$ cat src/rtl/excp_flush_ctrl_pkg.sv
// Shared definitions for the exception flush controller: state encoding,
// default field widths and a width helper for index/counter vectors.
package excp_flush_ctrl_pkg;

  localparam int DEF_NUM_STAGES = 4;
  localparam int DEF_ECODE_W    = 6;
  localparam int DEF_PC_W       = 32;

  typedef enum logic [1:0] {
    FC_IDLE  = 2'd0,
    FC_PEND  = 2'd1,
    FC_DRAIN = 2'd2
  } fc_state_e;

  // Width needed to hold values 0..n-1, never less than one bit.
  function automatic int clog2_min1(input int n);
    return (n <= 2) ? 1 : $clog2(n);
  endfunction

endpackage

$ cat src/rtl/excp_flush_ctrl_if.sv
// Pipeline-side bundle of the flush controller: per-stage exception reports,
// WB commit strobes, and the flush/kill/redirect outputs plus latched record.
interface excp_flush_ctrl_if
  import excp_flush_ctrl_pkg::*;
#(
  parameter int NUM_STAGES = DEF_NUM_STAGES,
  parameter int ECODE_W    = DEF_ECODE_W,
  parameter int PC_W       = DEF_PC_W
) ();
  localparam int STAGE_W = clog2_min1(NUM_STAGES);

  logic [NUM_STAGES-1:0]         excp_valid;
  logic [NUM_STAGES*ECODE_W-1:0] excp_ecode;
  logic [NUM_STAGES*PC_W-1:0]    excp_pc;
  logic                          excp_commit;
  logic                          ertn_commit;

  logic                          global_flush_flag;
  logic [NUM_STAGES-1:0]         stage_kill;
  logic                          flush_redirect;
  logic                          redirect_is_ertn;
  logic [ECODE_W-1:0]            excp_ecode_q;
  logic [PC_W-1:0]               excp_pc_q;
  logic [STAGE_W-1:0]            excp_stage_q;
  logic                          flush_busy;

  // Pipeline / commit side.
  modport master (
    output excp_valid, excp_ecode, excp_pc, excp_commit, ertn_commit,
    input  global_flush_flag, stage_kill, flush_redirect, redirect_is_ertn,
    input  excp_ecode_q, excp_pc_q, excp_stage_q, flush_busy
  );

  // Flush controller side.
  modport slave (
    input  excp_valid, excp_ecode, excp_pc, excp_commit, ertn_commit,
    output global_flush_flag, stage_kill, flush_redirect, redirect_is_ertn,
    output excp_ecode_q, excp_pc_q, excp_stage_q, flush_busy
  );
endinterface

$ cat src/rtl/excp_flush_ctrl_oldest_sel.sv
// Priority encoder picking the oldest (highest-index) reporting stage.
module excp_flush_ctrl_oldest_sel #(
  parameter int N     = 4,
  parameter int IDX_W = 2
) (
  input  logic [N-1:0]     valid,
  output logic             any,
  output logic [IDX_W-1:0] idx
);

  // Ascending scan so the last (highest) set bit overrides younger ones.
  always_comb begin
    any = 1'b0;
    idx = '0;
    for (int i = 0; i < N; i++) begin
      if (valid[i]) begin
        any = 1'b1;
        idx = IDX_W'(i);
      end
    end
  end

endmodule

$ cat src/rtl/excp_flush_ctrl.sv
// Exception flush controller: selects the oldest excepting stage, holds the
// flush until WB commits the exception/ERTN, then drains for DRAIN_CYCLES
// and emits a one-cycle fetch redirect pulse.
module excp_flush_ctrl
  import excp_flush_ctrl_pkg::*;
#(
  parameter int NUM_STAGES   = DEF_NUM_STAGES,
  parameter int ECODE_W      = DEF_ECODE_W,
  parameter int PC_W         = DEF_PC_W,
  parameter int DRAIN_CYCLES = 1
) (
  input logic               clk,
  input logic               resetn,
  excp_flush_ctrl_if.slave  bus
);
  localparam int STAGE_W = clog2_min1(NUM_STAGES);
  localparam int CNT_W   = clog2_min1(DRAIN_CYCLES + 1);

  fc_state_e          state, state_next;
  logic [CNT_W-1:0]   cnt, cnt_next;
  logic               latch_en;
  logic               flush_flag;
  logic [NUM_STAGES-1:0] kill;
  logic [NUM_STAGES-1:0] below_win;

  logic               any_excp;
  logic [STAGE_W-1:0] win;
  logic [ECODE_W-1:0] win_ecode;
  logic [PC_W-1:0]    win_pc;
  logic               commit;
  logic               accept;

  logic               redirect_q, is_ertn_q;
  logic [ECODE_W-1:0] ecode_q;
  logic [PC_W-1:0]    pc_q;
  logic [STAGE_W-1:0] stage_q;

  excp_flush_ctrl_oldest_sel #(.N(NUM_STAGES), .IDX_W(STAGE_W)) u_sel (
    .valid (bus.excp_valid),
    .any   (any_excp),
    .idx   (win)
  );

  assign win_ecode = bus.excp_ecode[int'(win)*ECODE_W +: ECODE_W];
  assign win_pc    = bus.excp_pc[int'(win)*PC_W +: PC_W];
  assign commit    = bus.excp_commit | bus.ertn_commit;
  // Commits seen while draining belong to the flushed window and are dropped.
  assign accept    = commit & (state != FC_DRAIN);

  // Kill every stage younger than the winner; the winner itself survives.
  for (genvar gi = 0; gi < NUM_STAGES; gi++) begin : g_mask
    assign below_win[gi] = (gi < int'(win));
  end

  // Next-state, drain counter and combinational flush/kill outputs.
  always_comb begin
    state_next = state;
    cnt_next   = cnt;
    latch_en   = 1'b0;
    flush_flag = 1'b0;
    kill       = '0;
    case (state)
      FC_IDLE: begin
        flush_flag = any_excp & ~commit;
        kill       = any_excp ? below_win : '0;
        if (commit) begin
          state_next = FC_DRAIN;
          cnt_next   = CNT_W'(DRAIN_CYCLES - 1);
        end else if (any_excp) begin
          state_next = FC_PEND;
          latch_en   = 1'b1;
        end
      end
      FC_PEND: begin
        flush_flag = ~commit;
        kill       = any_excp ? below_win : '1;
        if (commit) begin
          state_next = FC_DRAIN;
          cnt_next   = CNT_W'(DRAIN_CYCLES - 1);
        end
      end
      FC_DRAIN: begin
        flush_flag = 1'b1;
        kill       = '1;
        if (cnt != '0) cnt_next = cnt - CNT_W'(1);
        else           state_next = FC_IDLE;
      end
      default: state_next = FC_IDLE;
    endcase
  end

  // State, counter, redirect pulse and latched exception record.
  always_ff @(posedge clk or negedge resetn) begin
    if (!resetn) begin
      state      <= FC_IDLE;
      cnt        <= '0;
      redirect_q <= 1'b0;
      is_ertn_q  <= 1'b0;
      ecode_q    <= '0;
      pc_q       <= '0;
      stage_q    <= '0;
    end else begin
      state      <= state_next;
      cnt        <= cnt_next;
      redirect_q <= accept;
      is_ertn_q  <= accept & bus.ertn_commit;
      if (latch_en) begin
        ecode_q <= win_ecode;
        pc_q    <= win_pc;
        stage_q <= win;
      end
    end
  end

  assign bus.global_flush_flag = flush_flag;
  assign bus.stage_kill        = kill;
  assign bus.flush_redirect    = redirect_q;
  assign bus.redirect_is_ertn  = is_ertn_q;
  assign bus.excp_ecode_q      = ecode_q;
  assign bus.excp_pc_q         = pc_q;
  assign bus.excp_stage_q      = stage_q;
  assign bus.flush_busy        = (state != FC_IDLE);

endmodule
$ cat src/flat_wrapper.sv
// flat-port wrapper written by rule: the top's interface ports become plain ports
module excp_flush_ctrl_flat import excp_flush_ctrl_pkg::*;
#(
  parameter int NUM_STAGES   = DEF_NUM_STAGES,
  parameter int ECODE_W      = DEF_ECODE_W,
  parameter int PC_W         = DEF_PC_W,
  parameter int DRAIN_CYCLES = 1
)
  (clk, resetn, bus_excp_valid, bus_excp_ecode, bus_excp_pc, bus_excp_commit, bus_ertn_commit, bus_global_flush_flag, bus_stage_kill, bus_flush_redirect, bus_redirect_is_ertn, bus_excp_ecode_q, bus_excp_pc_q, bus_excp_stage_q, bus_flush_busy);
  excp_flush_ctrl_if #(.NUM_STAGES(NUM_STAGES), .ECODE_W(ECODE_W), .PC_W(PC_W)) bus_i ();
  input logic clk;
  input logic resetn;
  input wire logic [$bits(bus_i.excp_valid)-1:0] bus_excp_valid;
  input wire logic [$bits(bus_i.excp_ecode)-1:0] bus_excp_ecode;
  input wire logic [$bits(bus_i.excp_pc)-1:0] bus_excp_pc;
  input wire logic [$bits(bus_i.excp_commit)-1:0] bus_excp_commit;
  input wire logic [$bits(bus_i.ertn_commit)-1:0] bus_ertn_commit;
  output wire logic [$bits(bus_i.global_flush_flag)-1:0] bus_global_flush_flag;
  output wire logic [$bits(bus_i.stage_kill)-1:0] bus_stage_kill;
  output wire logic [$bits(bus_i.flush_redirect)-1:0] bus_flush_redirect;
  output wire logic [$bits(bus_i.redirect_is_ertn)-1:0] bus_redirect_is_ertn;
  output wire logic [$bits(bus_i.excp_ecode_q)-1:0] bus_excp_ecode_q;
  output wire logic [$bits(bus_i.excp_pc_q)-1:0] bus_excp_pc_q;
  output wire logic [$bits(bus_i.excp_stage_q)-1:0] bus_excp_stage_q;
  output wire logic [$bits(bus_i.flush_busy)-1:0] bus_flush_busy;
  assign bus_i.excp_valid = bus_excp_valid;
  assign bus_i.excp_ecode = bus_excp_ecode;
  assign bus_i.excp_pc = bus_excp_pc;
  assign bus_i.excp_commit = bus_excp_commit;
  assign bus_i.ertn_commit = bus_ertn_commit;
  assign bus_global_flush_flag = bus_i.global_flush_flag;
  assign bus_stage_kill = bus_i.stage_kill;
  assign bus_flush_redirect = bus_i.flush_redirect;
  assign bus_redirect_is_ertn = bus_i.redirect_is_ertn;
  assign bus_excp_ecode_q = bus_i.excp_ecode_q;
  assign bus_excp_pc_q = bus_i.excp_pc_q;
  assign bus_excp_stage_q = bus_i.excp_stage_q;
  assign bus_flush_busy = bus_i.flush_busy;
  excp_flush_ctrl #(.NUM_STAGES(NUM_STAGES), .ECODE_W(ECODE_W), .PC_W(PC_W), .DRAIN_CYCLES(DRAIN_CYCLES)) u_core (.clk(clk), .resetn(resetn), .bus(bus_i));
endmodule
$ cat config.mk
export PLATFORM = sky130hd
export DESIGN_NAME = excp_flush_ctrl_flat
export DESIGN_NICKNAME = d
export VERILOG_FILES = /design/src/rtl/excp_flush_ctrl_pkg.sv /design/src/rtl/excp_flush_ctrl_if.sv /design/src/rtl/excp_flush_ctrl_oldest_sel.sv /design/src/rtl/excp_flush_ctrl.sv /design/src/flat_wrapper.sv
export SDC_FILE = /design/constraint.sdc
export NUM_CORES = 1
export LEC_CHECK = 0
export CAP_MARGIN = 10
export CORE_MARGIN = 2
export CORE_UTILIZATION = 37
export CTS_CLUSTER_SIZE = 14
export DETAILED_ROUTE_END_ITERATION = 8
export GPL_TIMING_DRIVEN = 0
export MAX_ROUTING_LAYER = met4
export PLACE_DENSITY = 0.95
export SKIP_LAST_GASP = 1
export SYNTH_ARGS = -nofsm -noshare
export SYNTH_HDL_FRONTEND = slang
export SYNTH_SLANG_ARGS = --single-unit
$ cat constraint.sdc
create_clock -name clk -period 2.8 [get_ports clk]
set_clock_uncertainty 0.05 [all_clocks]
set_input_delay 0.56 -clock clk [delete_from_list [all_inputs] [get_ports clk]]
set_output_delay 0.56 -clock clk [all_outputs]
set_load 0.03 [all_outputs]
# Word-level counts from Yosys, hierarchy flattened
# Index checks and enable logic that the tools add are counted.
# classes
addsub	1
mul	1
order_cmp	3
n_eq_ne	7
shift	2
mux	22
bitwise	5
reduce_logical	6
# op_table
cell	count
$shiftx 128x8->32	1
$shiftx 24x32->6	1
$mux 2	6
$pmux 4 s3	1
$mux 1	10
$pmux 2 s3	1
$lt 1x2->1 const A	2
$mul 2x2->4 const B	1
$mux 4	1
$ne 2x1->1 const B	2
$ne 2x2->1 const B	2
$reduce_bool 2->1	2
$and 1x1->1	3
$mux 3	1
$ne 3x1->1 const B	1
$pmux 1 s3	1
$reduce_and 3->1	1
$eq 2x1->1 const B	1
$eq 2x2->1 const B	1
$logic_not 2->1	1
$lt 2x2->1 const A	1
$pmux 1 s2	1
$reduce_and 2->1	1
$reduce_or 2->1	1
3 further kinds	3
# totals
register_bits	45
output_inout_bits	48
elab_cells	54

# Logic depth before layout (Yosys ltp)
# Gate-level depths: netlist (run 1).
# depth
ltp_word	7
ltp_mapped	6
depth_no_buf	3

# By module
# Synthesis (run 1) repeated with hierarchy kept, for this count alone.
# unflattened
hier_cells	161
area_unflattened_um2	2675.1
# by_module_without_submodules
mod	n_inst	cells_each	area_per_inst_um2	seq_area_each_um2
excp_flush_ctrl	1	157	2651.3	1101.1
excp_flush_ctrl_oldest_sel	1	4	23.8	0.0

# Worst setup path after synthesis (run 1)
# No wires, ideal clock.
# synth_path
kind	input -> output
startpoint	input port bus_excp_valid[1]
endpoint	output port bus_global_flush_flag
t_arrival_ns	2.203
required_time_ns	2.190
path_slack_ns	-0.013
path_stages	5
path_buffers	2
cell_sequence	buf_2 > or4_4 > clkbuf_1 > nor2_1 > o41ai_1
# synth_via
elab_chain_cells	5
# synth_lines
element	line_no	text
from (decl)	flat_wrapper.sv:13	input wire logic [$bits(bus_i.excp_valid)-1:0] bus_excp_valid;
$mux 1 (3 in a row)	excp_flush_ctrl_oldest_sel.sv:16	if (valid[i]) begin
$and 1x1->1	excp_flush_ctrl.sv:64	flush_flag = any_excp & ~commit;
$pmux 1 s3	excp_flush_ctrl.sv:62	case (state)
to (decl)	flat_wrapper.sv:18	output wire logic [$bits(bus_i.global_flush_flag)-1:0] bus_global_flush_flag;
# Every way passes these cells.

# Worst setup path after layout (run 1)
# layout_path
startpoint	input port bus_excp_valid[0]
endpoint	output port bus_global_flush_flag
# layout_via
elab_chain_cells	6
# layout_lines
element	line_no
$mux 1 (4 in a row)	excp_flush_ctrl_oldest_sel.sv:16
$and 1x1->1	excp_flush_ctrl.sv:64
$pmux 1 s3	excp_flush_ctrl.sv:62
# Every way passes these cells.

==> results of run 1 <==
==> flip-flops by register name (all words and copies together) (netlist names) <==
register                     flops
u_core.state                     2
u_core.bus.flush_redirect        1
u_core.bus.excp_ecode_q          6
u_core.bus.excp_stage_q          2
u_core.bus.redirect_is_ertn      1
u_core.bus.excp_pc_q            32
==> final cells by class <==
cell class	instances	area [um^2]
Multi-Input combinational cell	204	1470
Buffer	31	151
Fill cell	561	2140
Inverter	1	3.75
Tap cell	99	124
Clock inverter	2	60.1
Sequential cell	44	1100
Timing Repair Buffer	206	2060
Clock buffer	5	68.8
==> Yosys cell counts (2+ instances only) <==
master / instances
sky130_fd_sc_hd__a222oi_1: 6
sky130_fd_sc_hd__o2bb2ai_1: 11
sky130_fd_sc_hd__nand2_1: 44
sky130_fd_sc_hd__nor2b_1: 2
sky130_fd_sc_hd__nor4_1: 3
sky130_fd_sc_hd__mux2_2: 14
sky130_fd_sc_hd__buf_1: 3
sky130_fd_sc_hd__buf_6: 3
sky130_fd_sc_hd__a21oi_1: 17
sky130_fd_sc_hd__mux2_4: 2
sky130_fd_sc_hd__o21ai_0: 3
sky130_fd_sc_hd__a2bb2oi_1: 10
sky130_fd_sc_hd__dfrtp_1: 44
sky130_fd_sc_hd__nand2b_1: 3
sky130_fd_sc_hd__and2_1: 2
sky130_fd_sc_hd__o221ai_1: 22
sky130_fd_sc_hd__mux2i_1: 11
sky130_fd_sc_hd__buf_2: 6
sky130_fd_sc_hd__o211ai_1: 10
sky130_fd_sc_hd__clkbuf_1: 20
sky130_fd_sc_hd__or2_2: 2
sky130_fd_sc_hd__a32o_1: 10
sky130_fd_sc_hd__a221oi_1: 11
sky130_fd_sc_hd__nor2_1: 15
==> path summary, 6_finish.rpt <==
| kind | startpoint | endpoint | depth (start not counted) |
|---|---|---|---|
| max | bus_excp_valid[0] | bus_global_flush_flag | 5 |
| min | resetn | u_core.bus.excp_pc_q[7]$_DFFE_PN0P_ | 1 |
| max reg2reg | u_core.state[0]$_DFFE_PN0P_ | u_core.bus.excp_ecode_q[3]$_DFFE_PN0P_ | 5 |
| min reg2reg | u_core.bus.excp_pc_q[29]$_DFFE_PN0P_ | u_core.bus.excp_pc_q[29]$_DFFE_PN0P_ | 1 |
| max in group asynchronous | resetn | u_core.bus.excp_pc_q[0]$_DFFE_PN0P_ | 2 |
| min in group clk | u_core.bus.excp_pc_q[29]$_DFFE_PN0P_ | u_core.bus.excp_pc_q[29]$_DFFE_PN0P_ | 1 |
==> metrics by stage <==
stage | util [%] | setup TNS (ns)
after floorplan | - | 0
after global placement | 68.1 | -5.49
after detailed placement | 68.4 | -2.41
after CTS | 70.2 | -0.134
after global routing | 70.2 | -0.110
final | 70.2 | -0.0124
==> per-layer routing <==
layer | routed length, um | vias up | share of wire [%]
met5 | 0 | - | 0
met2 | 5920 | 170 | 52
li1 | - | 1520 | -
met1 | 4390 | 1661 | 39
met3 | 762 | 25 | 6.7
met4 | 267 | 0 | 2.4
==> power breakdown <==
part | switching, W | internal, W | total (W)
Clock | 0.000219 | 0.000351 | 0.000571
Sequential | 0.0000928 | 0.000801 | 0.000894
Combinational | 0.000683 | 0.000666 | 0.00135
Total | 0.000995 | 0.00182 | 0.00281
==> cells by family after synthesis <==
| kind of cell | synth area share [%] |
|---|---|
| flip-flops | 40.6 |
| buffers and inverters | 5.68 |
| AND/OR/NAND/NOR | 11.4 |
| multiplexers | 11.4 |
| AO/OA/AOI/OAI | 30.9 |
==> repair_timing <==
item / 4_1_cts / 5_1_grt
gates cloned: 0 / 0
gates resized for setup: 10 / 9
setup buffers: 0 / 1
pin swaps: 0 / 1
endpoints found under the setup margin: 5 / 5
==> reports/metrics.yaml, run 1 <==
outcome:
  run_status: "complete, but fails checks"
  violations: "negative setup slack"
finish:
  nets: 653
  most_frequent_standard_cell_in_the_layout_excluding_fill_and_tap_cells: "sky130_fd_sc_hd__clkdlybuf4s50_1"
  area_growth_syn_to_layout_pct: 86.0
  mostFrequentLayoutCells: "198 x sky130_fd_sc_hd__clkdlybuf4s50_1, 44 x sky130_fd_sc_hd__nand2_1, 44 x sky130_fd_sc_hd__dfrtp_1"
  non_filler_cells_final: 592
  num_antenna_cells: 0
  layout-drive-gt1-share_pct: 9.53
  stdcell_area_um2: 5040
worst_setup_path:
  critical_setup_path_kind: "primary input to output pin"
  setup.worst_path.start_class: "primary input"
  timing.critical_path.to_type: "output pin"
  crit_chain: "clkdlybuf4s50_1 -> or4_4 -> nor2_2 -> o41ai_2 -> clkdlybuf4s15_1"
  timing.reg2reg.setup_slack_ns: 0.71
  required_ns: 2.19
  critical-path-max-stage-delay_ns: 0.59
  cp_max_fo: 4
  critical-path-slowest-cell: "sky130_fd_sc_hd__or4_4"
  cell_family_contributing_the_most_delay_on_the_critical_path: "buffers and inverters"
  arrival_time_reported_for_the_critical_path_endpoint_ns: 2.20
  crit_buf_inv: 2
drt:
  detail_route.vias_per_cell: 5.70
  via_count: 3376
  drcViolationCount: 0
  drt_pre_antenna_iters: 5
  routed_wirelength_um: 11300
  detail_route.wl_per_cell_um: 19.1
  drtAntennaViolNets: 0
  drt_first_iter_violations: 124
place:
  numPlacedInstances: 585
  hpwl_um: 8940
  dp_worst_setup_slack_ns: -0.541
  gpl.final_weighted_congestion: 0.887
  postPlaceCellArea_um2: 4910
  io_buffers: 204
min_path:
  worstHoldPathType: "primary input to asynchronous set/reset pin"
grt:
  grt_first_pass_wirelength_um: 16500
  global_route.peak_usage_layer: "met2"
  pin_count_of_the_biggest_net_entering_global_routing: 25
  use_met2_pct: 49.5
  grt_remaining_overflow: 0
  global_route.usage.met1_pct: 31.7
  grtUsageTotal_pct: 27.9
  grtUsageMet3_pct: 4.75
  first_global_vias: 3449
  grt_antenna_before_repair: 0
sta:
  hold_viol: 0
  tightest_pin_transition_ns: 0.607
  max_freq_ghz: 0.356
  maxSlewViolCount: 0
  finalCritPeriodShare_pct: 100
  setup_viol: 1
  fin_crit_ns: 2.81
  rsz0062_at_grt: "true"
  fin_hold_ws_ns: 0.193
  max-slew-margin-rel_pct: 59.5
  setup_ws_ns: -0.0124
floorplanning:
  die_width_um: 89.6
  die_y_um: 89.6
  ioPinCount: 208
  floorplan.rows: 31
  core_area_um2: 7180
  design.die.area_um2: 8030
  initial_utilization_pct: 37.8
pwr:
  p_total_w: 0.00281
  p_per_area_nw_per_um2: 558
  power_leakage_nw: 1.97
  worst_ir_drop_vdd_mv: 0.229
yosys:
  synth.ff_latch_count: 44
  largest_cells_by_area_after_synthesis: "sky130_fd_sc_hd__dfrtp_1 41%, sky130_fd_sc_hd__o221ai_1 7.1%, sky130_fd_sc_hd__nand2_1 6.1%"
  synth.distinct_cells: 31
  ys_seq_area_share_pct: 40.6
  asyncSetResetFlopFracSynth_pct: 100
  synth_area_leader_cell: "sky130_fd_sc_hd__dfrtp_1"
  synthesis.area_per_instance_um2: 9.64
  netlist_area_um2: 2710
  postSynth.topFlopCell: "sky130_fd_sc_hd__dfrtp_1"
  yosys_warnings: 0
  synth_top_area_share_pct: 40.6
  netlist_instances: 281
  synth_enable_flop_cells: 0
  mappedNetlistNets: 441
clocking:
  cts_tree: "built"
  cts.hold.buffers_added: 0
  clk_path_buf_depth: 2
  cts-buffers-inserted: 5
  clock_sink_count: 44
  worst_setup_hold_path_clk_slew_ns: 0.08
  worst_skew_pair.late_latency_ns: 0.29
  h-tree-depth: 2
  clock-root-buffer: "sky130_fd_sc_hd__clkbuf_8"
run:
  max_cap_viol_count: 0
Note: power is estimated with default switching activity, not from simulation.
==> run 2, diff against run 1 <==
- CORE_UTILIZATION: 37 -> 38
- CTS_BUF_LIST: unset -> sky130_fd_sc_hd__clkbuf_8
- RECOVER_POWER: unset -> 50
==> reports/metrics.yaml, run 2 (synthesis gave the netlist of run 1 again) <==
drt:
  via_count: 3346
  drtAntennaViolNets: 0
  drcViolationCount: 0
  detail_route.wl_per_cell_um: 18.9
  detail_route.vias_per_cell: 5.68
  drt_first_iter_violations: 155
  routed_wirelength_um: 11100
  drt_pre_antenna_iters: 5
place:
  hpwl_um: 8750
  gpl.final_weighted_congestion: 0.885
  io_buffers: 204
  postPlaceCellArea_um2: 4890
worst_setup_path:
  timing.reg2reg.setup_slack_ns: 0.74
  critical-path-slowest-cell: "sky130_fd_sc_hd__clkdlybuf4s50_1"
  worst_r2r_path_depth: 5
  regToRegEndpoint: "u_core.bus.excp_ecode_q[0]$_DFFE_PN0P_"
  arrival_time_reported_for_the_critical_path_endpoint_ns: 2.11
  required_ns: 2.19
  crit-reg2reg-launch: "u_core.state[0]$_DFFE_PN0P_"
  critical-path-max-stage-delay_ns: 0.47
  setup.worst_path.start_class: "primary input"
  critical_setup_path_kind: "primary input to output pin"
  cp_max_fo: 4
  timing.critical_path.to_type: "output pin"
  crit_chain: "clkdlybuf4s50_1 -> nor4_2 -> a21oi_1 -> o21ai_0 -> clkdlybuf4s15_1"
run:
  max_cap_viol_count: 0
grt:
  grt_remaining_overflow: 0
  first_global_vias: 3426
  grtUsageTotal_pct: 28.6
  grt_first_pass_wirelength_um: 16500
  grt_antenna_before_repair: 0
  pin_count_of_the_biggest_net_entering_global_routing: 27
clocking:
  cts-buffers-inserted: 5
  clock-root-buffer: "sky130_fd_sc_hd__clkbuf_8"
  worst_setup_hold_path_clk_slew_ns: 0.09
  clk_path_buf_depth: 2
  cts_tree: "built"
  h-tree-depth: 2
  clock_sink_count: 44
  worst_skew_pair.late_latency_ns: 0.29
pwr:
  p_total_w: 0.00264
  p_per_area_nw_per_um2: 530
  worst_ir_drop_vdd_mv: 0.274
  power_leakage_nw: 1.97
outcome:
  run_status: "finished, final reports clean"
finish:
  stdcell_area_um2: 4990
  most_frequent_standard_cell_in_the_layout_excluding_fill_and_tap_cells: "sky130_fd_sc_hd__clkdlybuf4s50_1"
  largest_register_ffs: 32
  mostFrequentLayoutCells: "179 x sky130_fd_sc_hd__clkdlybuf4s50_1, 44 x sky130_fd_sc_hd__nand2_1, 44 x sky130_fd_sc_hd__dfrtp_1"
  area_growth_syn_to_layout_pct: 84.1
  nets: 653
  num_antenna_cells: 0
  layout-drive-gt1-share_pct: 8.92
floorplanning:
  initial_utilization_pct: 39.7
  die_y_um: 88.5
  design.die.area_um2: 7820
  die_width_um: 88.5
  floorplan.rows: 30
  core_area_um2: 6830
  ioPinCount: 208
sta:
  rsz0062_at_grt: "false"
  max_freq_ghz: 0.368
  setup_viol: 0
  maxSlewViolCount: 0
  max-slew-margin-rel_pct: 20.6
  finalCritPeriodShare_pct: 97.0
  tightest_pin_transition_ns: 1.19
  fin_crit_ns: 2.72
  hold_viol: 0
min_path:
  worstHoldPathType: "primary input to asynchronous set/reset pin"
==> run 2: worst max-delay path by stage <==
stage	from	to	slack, ns	cells past startpoint
2_1_floorplan	bus_excp_valid[1]	bus_stage_kill[1]	0.03	5
3_3_place_gp	bus_excp_valid[0]	bus_global_flush_flag	-0.51	6
3_5_place_dp	bus_excp_valid[1]	bus_stage_kill[0]	-0.56	6
4_1_cts	bus_excp_valid[2]	bus_stage_kill[0]	-0.21	7
5_1_grt	bus_excp_valid[2]	bus_stage_kill[1]	0.003	7
6_report	bus_excp_valid[0]	bus_stage_kill[2]	0.08	5
==> run 2: power breakdown <==
group | internal [W] | switching [W]
clock network | 0.000220 | 0.000212
registers | 0.000801 | 0.0000890
logic | 0.000639 | 0.000682
==> run 2: timing repair <==
item / in CTS / in global routing
cloned: 0 / 0
setup buffers: 1 / 0
setup endpoints to repair: 5 / 4
hold buffers: 0 / 0
resized for setup: 10 / 8
pin swaps: 1 / 0
==> run 2: layer usage <==
metal | track usage [%] | vias to the layer above | part of all wire [%]
li1 | - | 1526 | -
met1 | 34.0 | 1598 | 39
met2 | 47.9 | 195 | 50
met3 | 4.76 | 27 | 7.6
met4 | 12.1 | 0 | 2.9
met5 | - | - | 0
==> run 2: layout make-up <==
class | instances | area (um^2)
buffer | 31 | 151
clock buffer | 7 | 96.3
fill | 531 | 1840
inverter | 1 | 3.75
multi-input combinational | 204 | 1470
sequential | 44 | 1100
tap | 96 | 120
timing repair buffer | 206 | 2050
==> run 2: worst max-delay path, delay by kind of cell <==
family | cells | cell delay (ns)
buf+inv | 2 | 0.87
simple gates | 1 | 0.36
compound gates | 2 | 0.31
==> run 2: stage by stage <==
| stage | TNS (ns) | hold WS (ns) | cells | setup WS (ns) | util (%) |
|---|---|---|---|---|---|
| 6_report | 0 | 0.367 | 589 | 0.0828 | 73.0 |
| 5_1_grt | 0 | 0.454 | 589 | 0.00265 | 73.0 |
| 4_1_cts | -0.209 | 0.165 | 589 | -0.209 | 73.2 |
| 3_5_place_dp | -2.39 | 0.428 | 582 | -0.560 | 71.6 |
| 3_3_place_gp | -6.44 | 0.418 | 581 | -0.512 | 71.4 |
| 2_1_floorplan | 0 | 0.214 | 281 | 0.0297 | - |
